<file path="src/rtl/pipe_pkg.sv">
// +----------------------------------------------------------------------------+
// | pipe_pkg : shared types and constants for the pipeline stage buffer        |
// | Rev 1.0  : initial release                                                 |
// +----------------------------------------------------------------------------+
`default_nettype none

package pipe_pkg;

  localparam int XLEN       = 64;
  localparam int REG_ADDR_W = 5;

  typedef enum logic [1:0] {
    EMPTY = 2'd0,
    ONE   = 2'd1,
    TWO   = 2'd2
  } stage_state_t;

  function automatic logic [1:0] state_occupancy(input stage_state_t s);
    case (s)
      ONE:     state_occupancy = 2'd1;
      TWO:     state_occupancy = 2'd2;
      default: state_occupancy = 2'd0;
    endcase
  endfunction

endpackage

`default_nettype wire

</file>
<file path="src/rtl/pipe_perf_cnt.sv">
// +----------------------------------------------------------------------------+
// | pipe_perf_cnt : free-running wrapping event counter with enable            |
// | Rev 1.0       : initial release                                            |
// +----------------------------------------------------------------------------+
`default_nettype none

module pipe_perf_cnt #(
  parameter int W = 32
) (
  input  logic         clk,
  input  logic         rst,
  input  logic         i_en,
  output logic [W-1:0] o_count
);

  logic [W-1:0] r_count;

  always_ff @(posedge clk) begin
    if (rst) begin
      r_count <= '0;
    end else if (i_en) begin
      r_count <= r_count + W'(1);
    end
  end

  assign o_count = r_count;

endmodule

`default_nettype wire

</file>
<file path="src/rtl/pipe_stage_buf.sv">
// +----------------------------------------------------------------------------+
// | pipe_stage_buf : one pipeline stage register with valid/ready handshake,   |
// |                  2-entry skid buffer and synchronous flush.                |
// |                  Optional PIPE_STAGE_PERF_EN adds stall/bubble counters.   |
// | Rev 1.0        : initial release                                           |
// +----------------------------------------------------------------------------+
`default_nettype none

module pipe_stage_buf
  import pipe_pkg::*;
#(
  parameter int PAYLOAD_W = 160,
  parameter int PC_W      = XLEN,
  parameter int CNT_W     = 32
) (
  input  logic                  clk,
  input  logic                  rst,
  input  logic                  flush,
  input  logic                  in_valid,
  output logic                  in_ready,
  input  logic [PC_W-1:0]       in_pc,
  input  logic [REG_ADDR_W-1:0] in_rd,
  input  logic                  in_reg_wen,
  input  logic [PAYLOAD_W-1:0]  in_payload,
  output logic                  out_valid,
  input  logic                  out_ready,
  output logic [PC_W-1:0]       out_pc,
  output logic [REG_ADDR_W-1:0] out_rd,
  output logic                  out_reg_wen,
  output logic [PAYLOAD_W-1:0]  out_payload,
  output logic [1:0]            occupancy
`ifdef PIPE_STAGE_PERF_EN
  ,
  output logic [CNT_W-1:0]      perf_stall_cnt,
  output logic [CNT_W-1:0]      perf_bubble_cnt
`endif
);

  stage_state_t          r_state;
  logic [PC_W-1:0]       r_main_pc;
  logic [REG_ADDR_W-1:0] r_main_rd;
  logic                  r_main_wen;
  logic [PAYLOAD_W-1:0]  r_main_payload;
  logic [PC_W-1:0]       r_skid_pc;
  logic [REG_ADDR_W-1:0] r_skid_rd;
  logic                  r_skid_wen;
  logic [PAYLOAD_W-1:0]  r_skid_payload;

  logic w_in_fire;
  logic w_out_fire;

  assign in_ready   = !rst && (r_state != TWO);
  assign out_valid  = (r_state != EMPTY);
  assign w_in_fire  = in_valid && in_ready;
  assign w_out_fire = out_valid && out_ready;

  // Main entry fields are zeroed on every entry into EMPTY, so out_* need no gating here.
  always_ff @(posedge clk) begin
    if (rst || flush) begin
      r_state        <= EMPTY;
      r_main_pc      <= '0;
      r_main_rd      <= '0;
      r_main_wen     <= 1'b0;
      r_main_payload <= '0;
    end else begin
      case (r_state)
        EMPTY: begin
          if (w_in_fire) begin
            r_state        <= ONE;
            r_main_pc      <= in_pc;
            r_main_rd      <= in_rd;
            r_main_wen     <= in_reg_wen;
            r_main_payload <= in_payload;
          end
        end
        ONE: begin
          if (w_in_fire && w_out_fire) begin
            r_main_pc      <= in_pc;
            r_main_rd      <= in_rd;
            r_main_wen     <= in_reg_wen;
            r_main_payload <= in_payload;
          end else if (w_in_fire) begin
            r_state        <= TWO;
            r_skid_pc      <= in_pc;
            r_skid_rd      <= in_rd;
            r_skid_wen     <= in_reg_wen;
            r_skid_payload <= in_payload;
          end else if (w_out_fire) begin
            r_state        <= EMPTY;
            r_main_pc      <= '0;
            r_main_rd      <= '0;
            r_main_wen     <= 1'b0;
            r_main_payload <= '0;
          end
        end
        TWO: begin
          if (w_out_fire) begin
            r_state        <= ONE;
            r_main_pc      <= r_skid_pc;
            r_main_rd      <= r_skid_rd;
            r_main_wen     <= r_skid_wen;
            r_main_payload <= r_skid_payload;
          end
        end
        default: begin
          r_state <= EMPTY;
        end
      endcase
    end
  end

  assign out_pc      = r_main_pc;
  assign out_rd      = r_main_rd;
  assign out_reg_wen = r_main_wen && out_valid;
  assign out_payload = r_main_payload;
  assign occupancy   = state_occupancy(r_state);

`ifdef PIPE_STAGE_PERF_EN
  logic w_stall_en;
  logic w_bubble_en;

  assign w_stall_en  = out_valid && !out_ready;
  assign w_bubble_en = !out_valid;

  pipe_perf_cnt #(.W(CNT_W)) u_stall_cnt (
    .clk     (clk),
    .rst     (rst),
    .i_en    (w_stall_en),
    .o_count (perf_stall_cnt)
  );

  pipe_perf_cnt #(.W(CNT_W)) u_bubble_cnt (
    .clk     (clk),
    .rst     (rst),
    .i_en    (w_bubble_en),
    .o_count (perf_bubble_cnt)
  );
`endif

endmodule

`default_nettype wire

</file>
<file path="config.mk">
export PLATFORM = sky130hd
export DESIGN_NAME = pipe_stage_buf
export DESIGN_NICKNAME = d
export VERILOG_FILES = /design/src/rtl/pipe_pkg.sv /design/src/rtl/pipe_perf_cnt.sv /design/src/rtl/pipe_stage_buf.sv
export SDC_FILE = /design/constraint.sdc
export NUM_CORES = 1
export LEC_CHECK = 0
export BUFFER_PORTS_ARGS = -buffer_cell sky130_fd_sc_hd__buf_2
export CORE_ASPECT_RATIO = 0.5
export CORE_MARGIN = 2
export CORE_UTILIZATION = 57
export CTS_CLUSTER_DIAMETER = 200
export DETAILED_ROUTE_END_ITERATION = 8
export PLACE_DENSITY = 0.86
export SETUP_SLACK_MARGIN = 0.2
export SLEW_MARGIN = 0
export SYNTH_ARGS = -nofsm -noshare
export SYNTH_HDL_FRONTEND = slang
export SYNTH_SLANG_ARGS = --single-unit
</file>
<file path="constraint.sdc">
create_clock -name clk -period 54.8 [get_ports clk]
set_input_delay 0 -clock clk [delete_from_list [all_inputs] [get_ports clk]]
set_output_delay 0 -clock clk [all_outputs]
set_load 0.05 [all_outputs]
</file>
==> flow_summary.yaml <==
placed_design:
  io_buffers: 468
  place.gp.congestion: 0.825
  placed_area_mm2: 0.0201
  dpl.hpwl_um: 28100
pwr:
  leakagePower_uw: 0.00967
  p_per_area_mw_per_mm2: 33.5
  p_total_uw: 798
  max-vdd-ir-drop_v: 0.0000265
clock_tree:
  cts_resized: 0
  post-cts-setup-buffer-count: 0
  insertion_delay_ps: 540
  clockBufferDepth: 3
  cts_sinks: 462
  path_clk_slew_ps: 70
  cts_tree: "built"
  htreeDepth: 2
  numCtsBuffers: 40
  clock-root-buffer: "clkbuf_16"
route:
  via_per_inst: 5.98
  num_vias: 14367
  drc: 0
  first_iter_violations: 1499
  wl_per_cell_um: 22.1
  finalWirelength_um: 53100
  drt-pass1-iter-count: 5
  ant_nets: 0
floorplan:
  initial_core_util: 0.582
  dieHeight_um: 129
  io_pins: 469
  rows: 45
  dieArea_mm2: 0.0327
  coreArea_mm2: 0.0305
  die_w_um: 254
cells_and_area:
  final_common_cell: "buf_2"
  drive_above_1_share: 0.384
  fin_area_mm2: 0.0238
  postLayoutCoreUtil: 0.780
  area_growth_pct: 34.0
  fin_nets: 2183
  final_cell_mix: "buf_2, nor2_1, dfxtp_1, o21ai_0, dlygate4sd3_1"
timing:
  worst_pin_slew_ps: 1120
  maxSlewViolCount: 0
  finalSetupViolations: 0
  relSlewSlack: 0.252
  fmax_mhz: 267
  skew_ps: 18.9
  min_period_ps: 3740
  fin_tns_setup_ps: 0
  grt_setup_unrepaired: "no"
  period_share: 0.0683
  hold_violations: 0
critical_path:
  crit_required_ps: 55260
  path_max_fanout: 66
  critPathCaptureType: "flop"
  crit_type: "reg -> reg"
  worstSetupStartpointType: "flop"
  worstPathArrival_ps: 4200
grt:
  grt_pass1_vias: 14182
  use_met3: 0.0548
  grt_max_degree: 170
  grtUsageMet1: 0.382
  grt-busiest-layer: "met2"
  antenna_found_initial: 6
  globalRouteTotalUtil: 0.312
  grt_first_pass_wirelength_um: 80000
  overflow: 0
  grt_use_met2: 0.527
logic_synthesis:
  synthCells: 1309
  ys_types: 24
  syn-cell-area_mm2: 0.0178
  ys_ff_latch: 462
  syn_avg_cell_area_um2: 13.6
  synth.top_cells.by_area: "edfxtp_1, dfxtp_1, a221oi_2, o21ai_0, nor2_1"
  yosysWarnings: 0
  synth_fp_nets: 1549
  ys_seq_area_frac: 0.650
  synth_top_cell_area_share: 0.389
  yosysTopAreaCell: "edfxtp_1"
run:
  drv_cap: 0
outcome:
  status: "finished, final reports clean"
worst_hold_path:
  hp-class: "in -> reg"
[metrics by stage]
step | worst slack [ps] | cells | hold slack (ps)
5_1_grt | 50890 | 2402 | 61.9
6_report | 51060 | 2402 | 42.8
3_5_place_dp | 51210 | 2093 | 197
4_1_cts | 51170 | 2396 | 25.9
3_3_place_gp | 51320 | 2093 | 193
2_1_floorplan | 35770 | 1309 | 98.9
[Yosys cell counts (all sizes together)]
library cell and instances:
mux2 1, a221o 2, nand4bb 1, nor2b 1
or2 2, clkbuf 48, a31o 1, edfxtp 230
inv 4, ha 5, nand2b 2, buf 79
nor3b 1, and2 1, nor3 1, dfxtp 232
a221oi 231, nor2 235, o21ai 232
[registers in the layout, indices dropped and copies added (netlist names)]
name            flops
r_state             2
r_skid_payload    160
r_skid_wen          1
out_rd              5
out_pc             64
out_payload       160
r_skid_rd           5
r_skid_pc          64
r_main_wen          1
[critical path: stages, from the launching register on]
cell and delay (ps):
dfxtp_1 340, inv_1 110, ha_1 320, nand2b_1 360, a221o_4 470, buf_4 700, buf_4 920, a221oi_1 170
nor2_1 170
[repair_timing]
action,in CTS,in global routing
hold buffers,231,0
endpoints found under the hold margin,460,0
setup endpoints to repair,0,0
[cell families (layout without fill, tap and decap cells)]
group / count (synthesis) / after routing / share of synthesized area
flip-flops: 462 / 462 / 0.650
other: 0 / 6 / 0
AND/OR/NAND/NOR: 244 / 244 / 0.0531
multiplexers: 1 / 1 / 0.000634
buffers and inverters: 131 / 795 / 0.0411
AO/OA/AOI/OAI: 466 / 466 / 0.252
adder cells (fa/ha/maj): 5 / 5 / 0.00352
[layer usage]
metal | up-vias | wire [µm] | part of all wire
met5 | - | 0 | 0
li1 | 6316 | - | -
met2 | 783 | 26500 | 0.50
met4 | 0 | 3370 | 0.063
met3 | 245 | 3100 | 0.058
met1 | 7023 | 20100 | 0.38
[report_power, final]
part	internal (µW)	switching [µW]	leakage, µW	total [µW]
Clock	167	129	0.000660	295
Sequential	373	5.51	0.00396	378
Combinational	40.5	84.1	0.00504	125
[worst paths after layout]
check	slack (ps)	endpoint	depth (start not counted)	from
setup / recovery	51060	out_pc[63]$_SDFFE_PP0P_	8	r_state[0]$_SDFFE_PP0P_
hold / removal	40	out_payload[118]$_SDFFE_PP0P_	4	rst
setup reg to reg	51060	out_pc[63]$_SDFFE_PP0P_	8	r_state[0]$_SDFFE_PP0P_
hold reg to reg	510	out_pc[43]$_SDFFE_PP0P_	2	out_pc[43]$_SDFFE_PP0P_
[layout make-up]
type                       instances  area (µm²)
inverter                           4        15.0
fill                            1759        6700
sequential                       462       11600
timing repair buffer             719        4820
clock buffer                      58        1190
clock inverter                    14         159
multi-input combinational        716        5540
antenna                            6        15.0
tap                              423         529
Power figures use the tool's default switching activity.
